==> src/rtl/tpu_pkg.sv <==
// tpu_pkg: shared defaults and types for the systolic-array result path.
//   DATA_W_DEF / N_COLS_DEF : default accumulator width and column count
//   LANE_W                  : width of one column lane in a packed row
//   drain_state_t           : result_drain collector FSM states
package tpu_pkg;

  localparam int unsigned DATA_W_DEF = 32;
  localparam int unsigned N_COLS_DEF = 2;
  localparam int unsigned LANE_W     = DATA_W_DEF;

  typedef enum logic [1:0] {
    IDLE,
    COLLECT,
    DRAIN,
    DONE
  } drain_state_t;

endpackage

==> src/rtl/result_drain_if.sv <==
// result_drain_if: de-skewed row stream leaving result_drain.
//   out_valid : row available
//   out_ready : sink accepts the row
//   out_data  : packed row, column c in bits [c*DATA_W +: DATA_W]
//   out_last  : row is the final row of the job
// Modports: master = row source (result_drain), slave = row sink.
interface result_drain_if #(
  parameter int unsigned DATA_W = tpu_pkg::LANE_W,
  parameter int unsigned N_COLS = tpu_pkg::N_COLS_DEF
);

  logic                     out_valid;
  logic                     out_ready;
  logic [N_COLS*DATA_W-1:0] out_data;
  logic                     out_last;

  modport master (
    output out_valid,
    input  out_ready,
    output out_data,
    output out_last
  );

  modport slave (
    input  out_valid,
    output out_ready,
    input  out_data,
    input  out_last
  );

endinterface

==> src/rtl/sync_fifo.sv <==
// sync_fifo: row buffer with a registered head (no fall-through).
//   clk, reset     : clock, asynchronous active-low reset
//   flush          : empty the FIFO (dout keeps its value)
//   push, din      : write request and data
//   pop            : read request (ignored when empty)
//   dout           : head row, registered; holds its last value when empty
//   empty, count   : occupancy flags
//   drop           : push refused because full with no simultaneous pop
module sync_fifo #(
  parameter int unsigned WIDTH = 64,
  parameter int unsigned DEPTH = 4
) (
  input  logic                     clk,
  input  logic                     reset,
  input  logic                     flush,
  input  logic                     push,
  input  logic [WIDTH-1:0]         din,
  input  logic                     pop,
  output logic [WIDTH-1:0]         dout,
  output logic                     empty,
  output logic [$clog2(DEPTH):0]   count,
  output logic                     drop
);

  localparam int unsigned AW = (DEPTH > 1) ? $clog2(DEPTH) : 1;
  localparam int unsigned CW = $clog2(DEPTH) + 1;

  logic [WIDTH-1:0] mem [DEPTH];
  logic [AW-1:0]    wptr, rptr, rptr_nx;
  logic             full, pop_ok, push_ok;

  assign empty   = (count == '0);
  assign full    = (count == CW'(DEPTH));
  assign pop_ok  = pop & ~empty;
  assign push_ok = push & (~full | pop_ok);
  assign drop    = push & full & ~pop_ok;
  assign rptr_nx = rptr + AW'(1);

  always_ff @(posedge clk) begin
    if (push_ok && !flush) mem[wptr] <= din;
  end

  always_ff @(posedge clk or negedge reset) begin
    if (!reset) begin
      wptr  <= '0;
      rptr  <= '0;
      count <= '0;
      dout  <= '0;
    end else if (flush) begin
      wptr  <= '0;
      rptr  <= '0;
      count <= '0;
    end else begin
      if (push_ok) wptr <= wptr + AW'(1);
      if (pop_ok)  rptr <= rptr_nx;
      count <= count + CW'(push_ok) - CW'(pop_ok);
      // Head register: load the incoming row when it becomes the head
      // (empty, or popping the only stored row), else the next stored row.
      if (empty && push_ok) begin
        dout <= din;
      end else if (pop_ok) begin
        if (count > CW'(1))  dout <= mem[rptr_nx];
        else if (push_ok)    dout <= din;
      end
    end
  end

endmodule

==> src/rtl/result_drain.sv <==
// result_drain: collects skewed per-column accumulator results from the
// systolic array, de-skews them into rows, buffers them and streams them out.
//   clk, reset     : clock, asynchronous active-low reset
//   start          : 1-cycle pulse, flush and begin a job
//   rows_expected  : rows in the job, sampled on start (0 means 1)
//   acc_valid_in   : per-column result valid, column c lags column 0 by c cycles
//   acc_in         : per-column results, column c in [c*DATA_W +: DATA_W]
//   out_if         : row stream (result_drain_if.master)
//   done           : 1-cycle pulse after the final row is popped
//   overflow       : sticky, a row was dropped on a full FIFO
//   skew_err       : sticky, aligned column valids disagreed
// Build option: RESULT_RELU_EN clamps negative columns to 0 at push time.
module result_drain
  import tpu_pkg::*;
#(
  parameter int unsigned DATA_W = LANE_W,
  parameter int unsigned N_COLS = N_COLS_DEF,
  parameter int unsigned DEPTH  = 4,
  parameter int unsigned CNT_W  = 8
) (
  input  logic                     clk,
  input  logic                     reset,
  input  logic                     start,
  input  logic [CNT_W-1:0]         rows_expected,
  input  logic [N_COLS-1:0]        acc_valid_in,
  input  logic [N_COLS*DATA_W-1:0] acc_in,
  result_drain_if.master           out_if,
  output logic                     done,
  output logic                     overflow,
  output logic                     skew_err
);

  localparam int unsigned ROW_W = N_COLS * DATA_W;
  localparam int unsigned FCW   = $clog2(DEPTH) + 1;

  drain_state_t     state, state_nx;
  logic [N_COLS-1:0] al_valid;
  logic [ROW_W-1:0]  al_row, push_data, fifo_dout;
  logic [CNT_W-1:0]  target, pushed_cnt, popped_cnt;
  logic [FCW-1:0]    fifo_count;
  logic              fifo_empty, fifo_drop, push_req, skew_hit, pop;

  // Column c is delayed N_COLS-1-c cycles so every column lines up with the last.
  for (genvar c = 0; c < N_COLS; c++) begin : g_col
    localparam int unsigned D = N_COLS - 1 - c;
    if (D == 0) begin : g_pass
      assign al_valid[c]                = acc_valid_in[c];
      assign al_row[c*DATA_W +: DATA_W] = acc_in[c*DATA_W +: DATA_W];
    end else begin : g_dly
      logic [D-1:0]      v_sh;
      logic [DATA_W-1:0] d_sh [D];
      always_ff @(posedge clk or negedge reset) begin
        if (!reset) begin
          v_sh <= '0;
          for (int unsigned k = 0; k < D; k++) d_sh[k] <= '0;
        end else begin
          v_sh[0] <= acc_valid_in[c];
          d_sh[0] <= acc_in[c*DATA_W +: DATA_W];
          for (int unsigned k = 1; k < D; k++) begin
            v_sh[k] <= v_sh[k-1];
            d_sh[k] <= d_sh[k-1];
          end
        end
      end
      assign al_valid[c]                = v_sh[D-1];
      assign al_row[c*DATA_W +: DATA_W] = d_sh[D-1];
    end
  end

  assign push_req = (state == COLLECT) & ~start & (&al_valid);
  assign skew_hit = (state == COLLECT) & ~start & (|al_valid) & ~(&al_valid);
  assign pop      = out_if.out_valid & out_if.out_ready;

  always_comb begin
    push_data = al_row;
`ifdef RESULT_RELU_EN
    for (int unsigned c = 0; c < N_COLS; c++) begin
      if (al_row[c*DATA_W + DATA_W - 1]) push_data[c*DATA_W +: DATA_W] = '0;
    end
`else
`endif
  end

  sync_fifo #(
    .WIDTH (ROW_W),
    .DEPTH (DEPTH)
  ) u_fifo (
    .clk   (clk),
    .reset (reset),
    .flush (start),
    .push  (push_req),
    .din   (push_data),
    .pop   (pop),
    .dout  (fifo_dout),
    .empty (fifo_empty),
    .count (fifo_count),
    .drop  (fifo_drop)
  );

  assign out_if.out_valid = ~fifo_empty;
  assign out_if.out_data  = fifo_dout;
  assign out_if.out_last  = ~fifo_empty & (popped_cnt == target - CNT_W'(1));

  always_ff @(posedge clk or negedge reset) begin
    if (!reset) state <= IDLE;
    else        state <= state_nx;
  end

  // DRAIN ends when the last stored row leaves; this also terminates jobs
  // whose rows were partly dropped and so never present a last row.
  always_comb begin
    state_nx = state;
    done     = 1'b0;
    unique case (state)
      IDLE:    if (start) state_nx = COLLECT;
      COLLECT: begin
        if (start) state_nx = COLLECT;
        else if (push_req && (pushed_cnt + CNT_W'(1) == target)) state_nx = DRAIN;
      end
      DRAIN: begin
        if (start) state_nx = COLLECT;
        else if (pop && (fifo_count == FCW'(1))) state_nx = DONE;
      end
      DONE: begin
        done     = 1'b1;
        state_nx = start ? COLLECT : IDLE;
      end
      default: state_nx = IDLE;
    endcase
  end

  always_ff @(posedge clk or negedge reset) begin
    if (!reset) begin
      target     <= '0;
      pushed_cnt <= '0;
      popped_cnt <= '0;
      overflow   <= 1'b0;
      skew_err   <= 1'b0;
    end else if (start) begin
      target     <= (rows_expected == '0) ? CNT_W'(1) : rows_expected;
      pushed_cnt <= '0;
      popped_cnt <= '0;
      overflow   <= 1'b0;
      skew_err   <= 1'b0;
    end else begin
      if (push_req)  pushed_cnt <= pushed_cnt + CNT_W'(1);
      if (pop)       popped_cnt <= popped_cnt + CNT_W'(1);
      if (fifo_drop) overflow   <= 1'b1;
      if (skew_hit)  skew_err   <= 1'b1;
    end
  end

endmodule

==> src/flat_wrapper.sv <==
// flat-port wrapper written by rule: the top's interface ports become plain ports
module result_drain_flat import tpu_pkg::*;
#(
  parameter int unsigned DATA_W = LANE_W,
  parameter int unsigned N_COLS = N_COLS_DEF,
  parameter int unsigned DEPTH  = 4,
  parameter int unsigned CNT_W  = 8
)
  (clk, reset, start, rows_expected, acc_valid_in, acc_in, done, overflow, skew_err, out_if_out_valid, out_if_out_ready, out_if_out_data, out_if_out_last);
  result_drain_if #(.DATA_W(DATA_W), .N_COLS(N_COLS)) out_if_i ();
  input  logic clk;
  input  logic reset;
  input  logic start;
  input  logic [CNT_W-1:0] rows_expected;
  input  logic [N_COLS-1:0] acc_valid_in;
  input  logic [N_COLS*DATA_W-1:0] acc_in;
  output logic done;
  output logic overflow;
  output logic skew_err;
  output wire logic [$bits(out_if_i.out_valid)-1:0] out_if_out_valid;
  input wire logic [$bits(out_if_i.out_ready)-1:0] out_if_out_ready;
  output wire logic [$bits(out_if_i.out_data)-1:0] out_if_out_data;
  output wire logic [$bits(out_if_i.out_last)-1:0] out_if_out_last;
  assign out_if_out_valid = out_if_i.out_valid;
  assign out_if_i.out_ready = out_if_out_ready;
  assign out_if_out_data = out_if_i.out_data;
  assign out_if_out_last = out_if_i.out_last;
  result_drain #(.DATA_W(DATA_W), .N_COLS(N_COLS), .DEPTH(DEPTH), .CNT_W(CNT_W)) u_core (.clk(clk), .reset(reset), .start(start), .rows_expected(rows_expected), .acc_valid_in(acc_valid_in), .acc_in(acc_in), .out_if(out_if_i), .done(done), .overflow(overflow), .skew_err(skew_err));
endmodule
==> config.mk <==
export PLATFORM = sky130hd
export DESIGN_NAME = result_drain_flat
export DESIGN_NICKNAME = d
export VERILOG_FILES = /design/src/rtl/tpu_pkg.sv /design/src/rtl/result_drain_if.sv /design/src/rtl/sync_fifo.sv /design/src/rtl/result_drain.sv /design/src/flat_wrapper.sv
export SDC_FILE = /design/constraint.sdc
export NUM_CORES = 1
export LEC_CHECK = 0
export ABC_CLOCK_PERIOD_IN_PS = 2700
export BUFFER_PORTS_ARGS = -buffer_cell sky130_fd_sc_hd__buf_2
export CAP_MARGIN = 20
export CORE_MARGIN = 2
export CORE_UTILIZATION = 40
export DETAILED_ROUTE_END_ITERATION = 10
export PLACE_DENSITY_LB_ADDON = 0.25
export SYNTH_ARGS = -nofsm -noshare
export SYNTH_HDL_FRONTEND = slang
export SYNTH_SLANG_ARGS = --single-unit
export TNS_END_PERCENT = 20
==> constraint.sdc <==
create_clock -name clk -period 2.7 [get_ports clk]
set_input_delay 0 -clock clk [delete_from_list [all_inputs] [get_ports clk]]
set_output_delay 0 -clock clk [all_outputs]
set_load 0.05 [all_outputs]
Word level (Yosys, flattened, before mapping)
Memories as Yosys holds them, arrays and structs flattened.
Cells that the tools add are included.
- output and inout bits: 69
- bits of input ports: 78
- logic and storage cells: 95
- flip-flop bits (word level): 132
- RAM bits: 256
- memories kept: 1
- memory list (memory ; depth ; width ; read ports ; clocked after memory_dff ; write ports ; line ; source):
    u_core.u_fifo.mem ; 4 ; 64 ; 1 ; 0 ; 1 ; sync_fifo.sv:28 ; logic [WIDTH-1:0] mem [DEPTH];
- multiplexer cells: 28
- equality and inequality tests: 10
- reductions and logical operators: 20
- magnitude comparators: 1
- add/subtract/negate cells: 7
- bitwise operators: 16
- operators with widths (operator ; number):
    64-bit two-way mux ; 4
    8-bit two-way mux ; 5
    2-bit two-way mux ; 9
    8-bit by 1-bit adder with 8-bit output (second input constant) ; 2
    8-bit equality test ; 2
    2-bit nonzero test ; 7
    1-bit AND ; 10
    8-bit zero test ; 1
    1-bit two-way mux ; 8
    2-bit one-hot mux with 4 select lines ; 1
    8-bit by 1-bit subtractor with 8-bit output (second input constant) ; 1
    3-bit AND reduction ; 2
    1-bit inverter ; 5
    2-bit by 1-bit adder with 2-bit output (second input constant) ; 2
    2-bit equality test (second input constant) ; 2
    1-bit logical AND ; 4
    3-bit by 1-bit adder with 3-bit output ; 1
    3-bit by 1-bit equality test with 1-bit output (second input constant) ; 1
    3-bit equality test (second input constant) ; 1
    3-bit by 1-bit greater-than comparator with 1-bit output (second input constant) ; 1
    3-bit zero test ; 1
    3-bit two-way mux ; 1
    3-bit by 2-bit inequality test with 1-bit output (second input constant) ; 1
    3-bit inequality test (second input constant) ; 1
    other kinds (9) ; 9

Longest topological paths before layout
Gate-level depths: netlist (run 1).
- depth in word-level cells: 10
- depth in mapped cells: 11
- mapped depth without buffers: 11

Cells and area by module
A second synthesis (run 1) with hierarchy kept.
- cells, all modules: 925
- area, all modules: 16164.3 µm²
- by module, submodules not included (module ; cells each ; area each (µm²) ; sequential area each (µm²) ; instances):
    sync_fifo ; 695 ; 13590.5 ; 9464.1 ; 1
    result_drain ; 230 ; 2573.7 ; 1526.5 ; 1

Least setup slack after synthesis (run 1)
Ideal clock, no wire load.
- path type: reg-to-reg
- start: register u_core.state[1]
- end: memory u_core.u_fifo.mem[1][0], enable pin
- arrival time: 2.567 ns
- path buffers: 0
- setup time: 0.429 ns
- cell stages (with the launch flop): 4
- period minus slack after synthesis: 2.995 ns
- required time: 2.271 ns
- path slack: -0.295 ns
- cells stage by stage: dfrtp_1 > nand4b_1 > nor3_2 > and2_1
- longest elaborated chain between the ends: 7
- ends and longest elaborated chain (item ; line ; source):
    start: declaration ; result_drain.sv:36 ; drain_state_t state, state_nx;
    start signal: assignment ; result_drain.sv:106 ; else state <= state_nx;
    2-bit by 1-bit equality test with 1-bit output ; result_drain.sv:70 ; assign push_req = (state == COLLECT) & ~start & (&al_valid);
    1-bit AND (2 in series) ; result_drain.sv:70 ;
    1-bit AND ; sync_fifo.sv:35 ; assign push_ok = push & (~full | pop_ok);
    1-bit logical AND ; sync_fifo.sv:40 ; if (push_ok && !flush) mem[wptr] <= din;
    1-bit two-way mux ; sync_fifo.sv:40 ;
    1-bit two-way mux (implied by the code) ; sync_fifo.sv:40 ;
    end: declaration ; sync_fifo.sv:28 ;
Every way passes these cells.

Worst setup path after layout (run 1)
- start: register u_core.target[2]
- end: output out_if_out_last
- longest elaborated chain between the ends: 3
- ends and longest elaborated chain (item ; line ; source):
    start: declaration ; result_drain.sv:39 ; logic [CNT_W-1:0] target, pushed_cnt, popped_cnt;
    start signal: assignment ; result_drain.sv:140 ; target <= (rows_expected == '0) ? CNT_W'(1) : rows_expected;
    8-bit by 1-bit subtractor with 8-bit output ; result_drain.sv:102 ; assign out_if.out_last = ~fifo_empty & (popped_cnt == target - CNT_W'(1));
    8-bit equality test ; result_drain.sv:102 ;
    1-bit AND ; result_drain.sv:102 ;
    end: declaration ; flat_wrapper.sv:23 ; output wire logic [$bits(out_if_i.out_last)-1:0] out_if_out_last;
Every way passes these cells.

==> metrics, run 1 <==
Fillers 3,172; LEAKAGE 7.072 nW; Clock Skews 0.01089 ns; routed wire length 30,640 µm; Longest Clk Path Bufs 3; routed vias 8,130; DRC viols 0; Post-CTS Setup Inserts 0; min-delay worst type input port to async pin; Placeable Area 37,580 µm²; Max Clock Freq 408.9 MHz; worst path arrival time 2.45 ns; Post-synth EDFFs 256; NumNets Final 1,210; remaining global-route overflow 0; Pwr Total 18.14 mW; reg-to-reg startpoint u_core.u_fifo.count[1]; Setup crit start kind flip-flop; H-tree depth 2; largest delay contributor family on the critical path simple AND/OR/NAND/NOR gates; 1st-iter DRT viols 375; total negative setup slack 0 ns; WL/cell 18.40 µm; Worst Setup End Kind primary output; clock-pin slew on the worst setup and hold paths 0.06 ns; synth top area cells edfxtp_1 51%, dfrtp_1 22%, mux4_2 9.5%, mux2i_1 4.3%, o21ai_1 2.0%; ratio of cells with drive above 1 in the final layout 27.47%; Worst Path Required 2.70 ns; Post-Syn Instances 868; DIE HEIGHT 199.0 µm; Tmin final 2.446 ns; Buffers on Ports 146; Peak VDD IR 546.9 µV; GPL Wtd Cong 0.7903; Antenna Nets Post-Route 0; Final Cell Area 18,850 µm²; Post-synth ARST share 34.02%; DP Cell Count 1,507; first-pass GRT wire length 47,950 µm; Synth Cell Area 15,210 µm²; Tot GR Track Use 15.85%; top_reg_cell synth edfxtp_1; clock buffer count from CTS 42; #FFs+latches synth 388; Initial Util 40.49%; Die X 199.0 µm; worst slew pin tran 0.6851 ns; power per cell area 962.1 nW/µm²; Final Core Density 50.16%; syn avg cell area 17.53 µm²; hold buffer count at CTS 81; largest net degree at the start of global routing 107; flop-to-flop setup slack 0.40 ns; DRT Pass-1 Iters 4; sequential fraction of the synthesis area 72.24%; most frequent CP cell nor4_1; Hold Fails Final Rpt 0; Root Buffer clkbuf_16; synth cell count leaders 256 x edfxtp_1, 132 x dfrtp_1, 77 x nand2_1, 66 x mux2i_1, 64 x mux4_2; vias in the first global route 8,433; count of non-filler cells in the finished layout 1,665; worst-path cell with the longest stage delay dfrtp_1; most common cell in the netlist edfxtp_1; post-CTS sizing 0; CTS tree yes; Final HPWL DP 18,270 µm; area post-placement 16,640 µm²; ANT cells 0; unique cell type count in the Yosys netlist 54; CP Max Fanout 9; io pins 147; clock sink total 388; slowest stage delay, CP 0.50 ns; total of warnings raised by yosys 0; vias per cell 4.883; Die Footprint 39,610 µm²; antenna violations before repair 0; Yosys top cell area share 50.53%; worst skew pair latency 0.53 ns; max-slew violations 0; Max Cap Viol 0; FF-to-FF End u_core.u_fifo.count[2]; category of the most critical setup path flip-flop to primary output; std cell rows 71; final setup violation count 0; relative slew slack 54.33%; RSZ-0062 raised after global routing no; Syn-to-layout area delta 23.91%; WP buf/inv 1; cell taking the most area after synthesis edfxtp_1; Reg2Reg Depth 10; syn_nets 957; CP cell instances nor4_1, nand2_1, xnor2_1, nand3_1, nor4_1, buf_2; Tcrit/Tclk final 90.58%; outcome finished, final reports clean
## power breakdown
part,internal [mW],total (mW),leakage (nW),switching (mW)
clock network,3.45,5.75,0.684,2.29
registers,6.95,7.39,3.95,0.442
logic,1.69,5.00,2.44,3.30
total,12.1,18.1,7.07,6.04
## stage by stage
step	setup WS [ns]	hold WS, ns
floorplan	-0.2951	-0.2956
global placement	0.4379	0.07453
detailed placement	0.3647	0.07398
CTS	0.2128	0.06329
global route	0.06019	0.08873
finish	0.2543	0.05148
## worst max path at each step
stage | startpoint | to | slack [ns] | cells past startpoint
2_1_floorplan | u_core.state[1] | u_core.u_fifo.mem[3][0] | -0.30 | 3
5_1_grt | u_core.target[2] | out_if_out_last | 0.06 | 6
3_3_place_gp | u_core.u_fifo.count[1] | u_core.u_fifo.count[2] | 0.44 | 10
3_5_place_dp | u_core.u_fifo.count[1] | u_core.u_fifo.count[2] | 0.36 | 10
6_report | u_core.target[2] | out_if_out_last | 0.25 | 6
4_1_cts | u_core.target[2] | out_if_out_last | 0.21 | 6
## registers in the layout, summed over array words and instances (netlist names)
name,count
u_core.u_fifo.rptr,2
u_core.pushed_cnt,8
u_core.overflow,1
u_core.state,2
u_core.g_col.g_dly.v_sh,1
u_core.target,8
u_core.skew_err,1
u_core.u_fifo.dout,64
u_core.u_fifo.count,3
u_core.popped_cnt,8
u_core.g_col.g_dly.d_sh,32
u_core.u_fifo.mem,256
u_core.u_fifo.wptr,2
## kinds of logic after synthesis
kind of cell             after synthesis  synth area share [%]
adder cells (fa/ha/maj)               11                0.9540
AND/OR/NAND/NOR                      150                 4.598
XOR/XNOR                              37                 2.130
flip-flops                           388                 72.24
AO/OA/AOI/OAI                         91                 3.356
buffers and inverters                 56                 2.533
multiplexers                         135                 14.19
## placed cells by master, fill, tap and decap left out, types with 14 or more instances in the layout
master and n:
mux2i_1 66, dfrtp_1 130, nand2_1 77, buf_2 145, mux4_2 64, xor2_1 15, dlygate4sd3_1 81, buf_12 14
nor2_1 29, clkbuf_16 44, o21ai_1 61, edfxtp_1 256, xnor2_1 22
## cell type report
class / instances / area (µm²) / share of cell area [%]
Sequential cell: 388 / 11000 / 58.34
Multi-Input combinational cell: 424 / 3847 / 20.41
Clock buffer: 53 / 1165 / 6.179
Timing Repair Buffer: 253 / 1918 / 10.18
Inverter: 12 / 45.04 / 0.2389
Clock inverter: 24 / 237.7 / 1.261
Tap cell: 511 / 639.4 / 3.392
## per-layer routing
metal	vias to the layer above	wire length [µm]	global-route usage (%)
li1	3808	-	-
met1	4126	14200	21.68
met2	153	14690	26.02
met3	43	1169	3.052
met4	0	580	4.312
met5	-	0	0
Power figures use the tool's default switching activity.
==> inputs of run 2 (changes only) <==
==> constraint.sdc (replaced) <==
create_clock -name clk -period 2.7 [get_ports clk]
set_input_delay 0.405 -clock clk [delete_from_list [all_inputs] [get_ports clk]]
set_output_delay 0.405 -clock clk [all_outputs]
set_load 0.05 [all_outputs]
==> metrics, run 2 (synthesized netlist as in run 1, its figures left out) <==
Worst Setup End Kind primary output (unchanged); WL/cell 19.07 µm (was 18.40 µm); relative slew slack 61.81% (was 54.33%); antenna violations before repair 0 (unchanged); Die X 199.0 µm (unchanged); multi-input logic area 3877 µm² (was 3847 µm²); Tmin final 2.572 ns (was 2.446 ns); CP cell instances inv_1, ha_2, nand3b_1, o21ai_0, a21oi_1, a21o_1, nor4_2, buf_4 (was nor4_1, nand2_1, xnor2_1, nand3_1, nor4_1, buf_2); Syn-to-layout area delta 21.54% (was 23.91%); worst skew pair latency 0.54 ns (was 0.53 ns); Worst Path Required 2.30 ns (was 2.70 ns); Peak VDD IR 583.7 µV (was 546.9 µV); commonest non-fill, non-tap cell in the layout edfxtp_1 (unchanged); Final HPWL DP 17,770 µm (was 18,270 µm); Die Footprint 39,610 µm² (unchanged); Initial Util 40.49% (unchanged); Place WS 0.3786 ns (was 0.3647 ns); final setup violation count 0 (unchanged); min-delay worst type input port to flip-flop (was input port to async pin); Reg with most FFs u_core.u_fifo.mem (unchanged); Placeable Area 37,580 µm² (unchanged); first-pass GRT wire length 47,470 µm (was 47,950 µm); Clock Skews 0.01730 ns (was 0.01089 ns); CP Depth 8 (was 6); ratio of cells with drive above 1 in the final layout 29.31% (was 27.47%); worst path arrival time 2.17 ns (was 2.45 ns); vias in the first global route 8,184 (was 8,433); clock-pin slew on the worst setup and hold paths 0.06 ns (about the same); GPL Wtd Cong 0.7725 (was 0.7903); DRT Pass-1 Iters 4 (unchanged); max-slew violations 0 (unchanged); outcome finished, final reports clean (unchanged); Largest register FFs 256 (unchanged); Reg2Reg Depth 10 (unchanged); DIE HEIGHT 199.0 µm (unchanged); Buffers on Ports 146 (unchanged); slowest stage delay, CP 0.40 ns (was 0.50 ns); 1st-iter DRT viols 371 (was 375); NumNets Final 1,164 (was 1,210); hold-critical path depth 1; CP Max Fanout 5 (was 9); clock sink total 388 (unchanged); Root Buffer clkbuf_16 (unchanged); LEAKAGE 6.927 nW (was 7.072 nW); category of the most critical setup path flip-flop to primary output (unchanged); most frequent cells in the layout 256 x edfxtp_1, 144 x buf_2, 128 x dfrtp_1 (was 256 x edfxtp_1, 145 x buf_2, 130 x dfrtp_1); Worst Hold Margin 0.09905 ns (was 0.05148 ns); std cell rows 71 (unchanged); Top Registers u_core.u_fifo.mem: 256 flops, u_core.u_fifo.dout: 64 flops, u_core.g_col.g_dly.d_sh: 32 flops (unchanged); Max Cap Viol 0 (unchanged); Fillers 3,203 (was 3,172); H-tree depth 2 (unchanged); remaining global-route overflow 0 (unchanged); Setup WS post-layout 0.1285 ns (was 0.2543 ns); Setup crit start kind flip-flop (unchanged); Longest Clk Path Bufs 3 (unchanged); worst slew pin tran 0.5729 ns (was 0.6851 ns); DRC viols 0 (unchanged); routed wire length 30,890 µm (was 30,640 µm); ANT cells 0 (unchanged); power per cell area 1002 nW/µm² (was 962.1 nW/µm²); Tcrit/Tclk final 95.24% (was 90.58%); largest delay contributor family on the critical path flip-flops (was simple AND/OR/NAND/NOR gates); routed vias 7,985 (was 8,130); CTS tree yes (unchanged); Max Clock Freq 388.9 MHz (was 408.9 MHz); Antenna Nets Post-Route 0 (unchanged); register area 11,000 µm² (about the same); flop-to-flop setup slack 0.40 ns (about the same); clock buffer count from CTS 42 (unchanged); RSZ-0062 raised after global routing no (unchanged); io pins 147 (unchanged); vias per cell 4.929 (was 4.883); worst-path cell with the longest stage delay dfrtp_2 (was dfrtp_1); Tot GR Track Use 15.78% (was 15.85%); Hold Fails Final Rpt 0 (unchanged); largest net degree at the start of global routing 75 (was 107); WP buf/inv 2 (was 1)
## run 2: path summary, 6_finish.rpt
path                                   startpoint                             end
max in group asynchronous                   reset                u_core.target[2]
min in group asynchronous                   reset  u_core.g_col[0].g_dly.d_sh[29]
min reg2reg                u_core.u_fifo.dout[55]          u_core.u_fifo.dout[55]
max                              u_core.target[0]                 out_if_out_last
max reg2reg                u_core.u_fifo.count[1]          u_core.u_fifo.count[2]
min                                    acc_in[48]        u_core.u_fifo.mem[3][48]
## run 2: area by class of cell
type	count	share of cell area, %
flip-flops and latches	388	59.49
multi-input cells	424	20.97
repair buffers	207	7.748
clock buffers	54	6.097
well taps	511	3.458
clock inverters	24	1.989
inverters	12	0.2436
## run 2: through the flow
stage          std cells  instance area, µm²  setup TNS (ns)  total power [mW]  util, %
2_1_floorplan        868               15220          -56.66             11.42        -
3_3_place_gp        1506               16610               0             12.50    44.20
3_5_place_dp        1506               16610               0             12.54    44.20
4_1_cts             1619               18460               0             18.79    49.11
5_1_grt             1620               18490               0             19.37    49.21
6_report            1620               18490               0             18.53    49.21
## run 2: timing repair
item | in CTS | in global routing
hold buffers | 33 | 1
gates resized for setup | 2 | 5
endpoints found under the hold margin | 82 | 1
endpoints found under the setup margin | 1 | 1
cloned | 0 | 0
buffers inserted | 2 | 0
## run 2: power breakdown
group          internal, mW  leakage (nW)  switching, mW
Clock                  3.84         0.733           2.32
Combinational          1.67          2.25           3.28
Sequential             6.95          3.95          0.476
Total                  12.5          6.93           6.07
## run 2: routing by layer
| layer | track usage, % | vias up | wire, µm |
|---|---|---|---|
| li1 | - | 3711 | - |
| met1 | 21.44 | 4064 | 13960 |
| met2 | 26.21 | 172 | 15150 |
| met3 | 2.984 | 38 | 1339 |
| met4 | 4.063 | 0 | 440 |
| met5 | 0 | - | 0 |
## run 2: worst register-to-register path: cells and delay by family (launching register included)
kind	cells	cell delay, ns
xor+xnor	1	0.14
fa+ha+maj	3	0.75
buf+inv	3	0.17
flops	1	0.48
simple gates	3	0.64
==> inputs of run 3 (changes only) <==
Settings changed: ABC_AREA set to 1, BUFFER_PORTS_ARGS -buffer_cell sky130_fd_sc_hd__buf_2 to -buffer_cell sky130_fd_sc_hd__buf_4.
==> metrics, run 3 <==
Max Clock Freq 382.2 MHz (was 388.9 MHz); std cell rows 72 (was 71); most frequent cells in the layout 256 x edfxtp_1, 250 x nand2_1, 172 x nor2_1 (was 256 x edfxtp_1, 144 x buf_2, 128 x dfrtp_1); count of non-filler cells in the finished layout 2,092 (was 1,620); Int Pwr 12.56 mW (was 12.45 mW); remaining global-route overflow 0 (unchanged); NumNets Final 1,630 (was 1,164); CTS tree yes (unchanged); Syn-to-layout area delta 23.45% (was 21.54%); total of warnings raised by yosys 0 (unchanged); max-slew violations 0 (unchanged); outcome finished, final reports clean (unchanged); DP Cell Count 1,977 (was 1,506); Placeable Area 38,740 µm² (was 37,580 µm²); Worst Path Required 2.30 ns (about the same); Sw Share 35.67% (was 32.78%); Yosys top cell area share 48.93% (was 50.53%); category of the most critical setup path flip-flop to primary output (unchanged); DRT Pass-1 Iters 5 (was 4); power per cell area 1006 nW/µm² (was 1002 nW/µm²); Tot GR Track Use 18.19% (was 15.78%); most common cell in the netlist edfxtp_1 (unchanged); worst slew pin tran 0.8553 ns (was 0.5729 ns); area post-placement 17,620 µm² (was 16,610 µm²); Largest register FFs 256 (unchanged); sequential fraction of the synthesis area 69.96% (was 72.24%); syn avg cell area 11.60 µm² (was 17.53 µm²); Fillers 3,425 (was 3,203); Post-Syn Instances 1,354 (was 868); DRC viols 0 (unchanged); vias per cell 5.039 (was 4.929); clock buffer count from CTS 43 (was 42); synth top area cells edfxtp_1 49%, dfrtp_1 21%, nand2_1 6.0%, nor2_1 4.2%, nand3_1 3.7% (was edfxtp_1 51%, dfrtp_1 22%, mux4_2 9.5%, mux2i_1 4.3%, o21ai_1 2.0%); routed vias 10,540 (was 7,985); Antenna Nets Post-Route 0 (unchanged); DIE HEIGHT 202.2 µm (was 199.0 µm); ANT cells 0 (unchanged); Die X 202.2 µm (was 199.0 µm); Worst Setup End Kind primary output (unchanged); Final Cell Area 19,390 µm² (was 18,490 µm²); Root Buffer clkbuf_16 (unchanged); Final HPWL DP 21,400 µm (was 17,770 µm); LEAKAGE 7.568 nW (was 6.927 nW); vias in the first global route 10,350 (was 8,184); largest delay contributor family on the critical path simple AND/OR/NAND/NOR gates (was flip-flops); Max Cap Viol 0 (unchanged); 1st-iter DRT viols 701 (was 371); Tcrit/Tclk final 96.91% (was 95.24%); Peak VDD IR 604.2 µV (was 583.7 µV); Hold Fails Final Rpt 0 (unchanged); syn_nets 1,443 (was 957); largest net degree at the start of global routing 93 (was 75); Worst Hold Margin 0.06708 ns (was 0.09905 ns); WL/cell 17.55 µm (was 19.07 µm); multi-input logic area 4280 µm² (was 3877 µm²); Clk pwr share 29.6% (was 33.2%); most frequent CP cell nor2_1; GPL Wtd Cong 0.7652 (was 0.7725); Seq pwr share 38.4% (was 40.1%); #FFs+latches synth 388 (unchanged); worst skew pair latency 0.55 ns (was 0.54 ns); Reg with most FFs u_core.u_fifo.mem (unchanged); unique cell type count in the Yosys netlist 37 (was 54); combinational power share 32.0% (was 26.7%); antenna violations before repair 0 (unchanged); P_sw 6.961 mW (was 6.073 mW); Buffers on Ports 146 (unchanged); final setup violation count 0 (unchanged); worst path arrival time 2.21 ns (was 2.17 ns); Clock Skews 0.008618 ns (was 0.01730 ns); routed wire length 36,710 µm (was 30,890 µm); Pwr Total 19.52 mW (was 18.53 mW); cell taking the most area after synthesis edfxtp_1 (unchanged); WP buf/inv 1 (was 2); synth cell count leaders 256 x edfxtp_1, 252 x nand2_1, 177 x nor2_1, 132 x dfrtp_1, 117 x nand3_1 (was 256 x edfxtp_1, 132 x dfrtp_1, 77 x nand2_1, 66 x mux2i_1, 64 x mux4_2); clock-pin slew on the worst setup and hold paths 0.06 ns (about the same); CP cell instances nor2_1, nand2_1, nor2_1, nor2_1, xor2_1, nor4_2, buf_4 (was inv_1, ha_2, nand3b_1, o21ai_0, a21oi_1, a21o_1, nor4_2, buf_4); Post-synth ARST share 34.02% (unchanged); slowest stage delay, CP 0.42 ns (was 0.40 ns); Die Footprint 40,880 µm² (was 39,610 µm²); Initial Util 40.56% (was 40.49%); first-pass GRT wire length 58,280 µm (was 47,470 µm); register area 10,990 µm² (was 11,000 µm²); clock sink total 388 (unchanged); Post-synth EDFFs 256 (unchanged); Synth Cell Area 15,710 µm² (was 15,210 µm²); Tmin final 2.617 ns (was 2.572 ns); ratio of cells with drive above 1 in the final layout 18.23% (was 29.31%); min-delay worst type input port to flip-flop (unchanged); Longest Clk Path Bufs 3 (unchanged); top_reg_cell synth edfxtp_1 (unchanged); io pins 147 (unchanged); CP Max Fanout 4 (was 5); worst-path cell with the longest stage delay dfrtp_1 (was dfrtp_2); Setup crit start kind flip-flop (unchanged); Top Registers u_core.u_fifo.mem: 256 flops, u_core.u_fifo.dout: 64 flops, u_core.g_col.g_dly.d_sh: 32 flops (unchanged); commonest non-fill, non-tap cell in the layout edfxtp_1 (unchanged); relative slew slack 42.98% (was 61.81%); H-tree depth 2 (unchanged)
run 3: cell count changes after synthesis, moves of 10 or more:
cell / before / now
o21a_1: 0 / 58
mux4_2: 64 / 0
xor2_1: 15 / 5
xnor2_1: 22 / 6
clkbuf_1: 12 / 51
nand3_1: 4 / 117
o21ai_0: 8 / 99
nand3_2: 0 / 22
a21oi_1: 7 / 62
o21ai_1: 61 / 0
mux2i_1: 66 / 0
nand2_1: 77 / 252
inv_1: 12 / 40
nor2_1: 29 / 177
run 3: what timing repair did:
action,in CTS,in global routing
hold buffers,34,0
resized for setup,1,7
setup buffers,1,2
endpoints found under the hold margin,85,0
pin swaps,2,3
endpoints found under the setup margin,1,1
run 3: worst paths after layout:
check	start	to	slack [ns]	cells past startpoint
worst min-delay path	acc_in[41]	u_core.u_fifo.mem[0][41]	0.07	1
max in group asynchronous	reset	u_core.u_fifo.dout[33]	1.55	3
worst max-delay path	u_core.target[2]	out_if_out_last	0.08	7
min in group asynchronous	reset	u_core.g_col[0].g_dly.d_sh[10]	0.39	2
worst max register to register	u_core.u_fifo.count[1]	u_core.u_fifo.dout[24]	0.38	11
worst min register to register	u_core.u_fifo.dout[43]	u_core.u_fifo.dout[43]	0.49	1
run 3: worst reg2reg max path: cells and delay by family, from the launching register on:
kind,cells,cell delay [ns]
AO/OA/AOI/OAI,2,0.63
buffers and inverters,4,0.58
AND/OR/NAND/NOR,5,0.55
flip-flops,1,0.45
run 3: final cells by class:
class | count | area share (%)
inverters | 48 | 0.9419
multi-input cells | 848 | 22.07
well taps | 518 | 3.342
clock inverters | 12 | 0.9806
repair buffers | 212 | 9.826
clock buffers | 66 | 6.148
flip-flops and latches | 388 | 56.69
run 3: power groups by stage:
| stage | clock (mW) | combinational [mW] | sequential (mW) |
|---|---|---|---|
| global placement | 0 | 6.19 | 7.62 |
| CTS | 5.90 | 6.32 | 7.52 |
| global route | 6.16 | 6.75 | 7.59 |
| floorplan | 0 | 2.54 | 9.20 |
| detailed placement | 0 | 6.26 | 7.62 |
| finish | 5.77 | 6.25 | 7.50 |
run 3: logic make-up after synthesis:
kind of cell	synth area share, %
simple gates	16.30
flops	69.96
compound gates	8.904
buf+inv	3.297
xor+xnor	0.6132
fa+ha+maj	0.9239
run 3: stage by stage:
stage	setup WS (ns)	util (%)	TNS, ns
detailed placement	0.3476	45.47	0
finish	0.08331	50.06	0
floorplan	-0.3205	-	-82.04
global placement	0.3955	45.47	0
CTS	0.00005129	49.94	0
global route	-0.08714	50.06	-0.08714
run 3: layer usage:
metal	track usage [%]	vias up	wire [µm]
met5	0	-	0
met4	4.562	0	684
met3	3.273	59	1787
met2	30.18	244	17680
met1	24.91	5171	16550
li1	-	5068	-
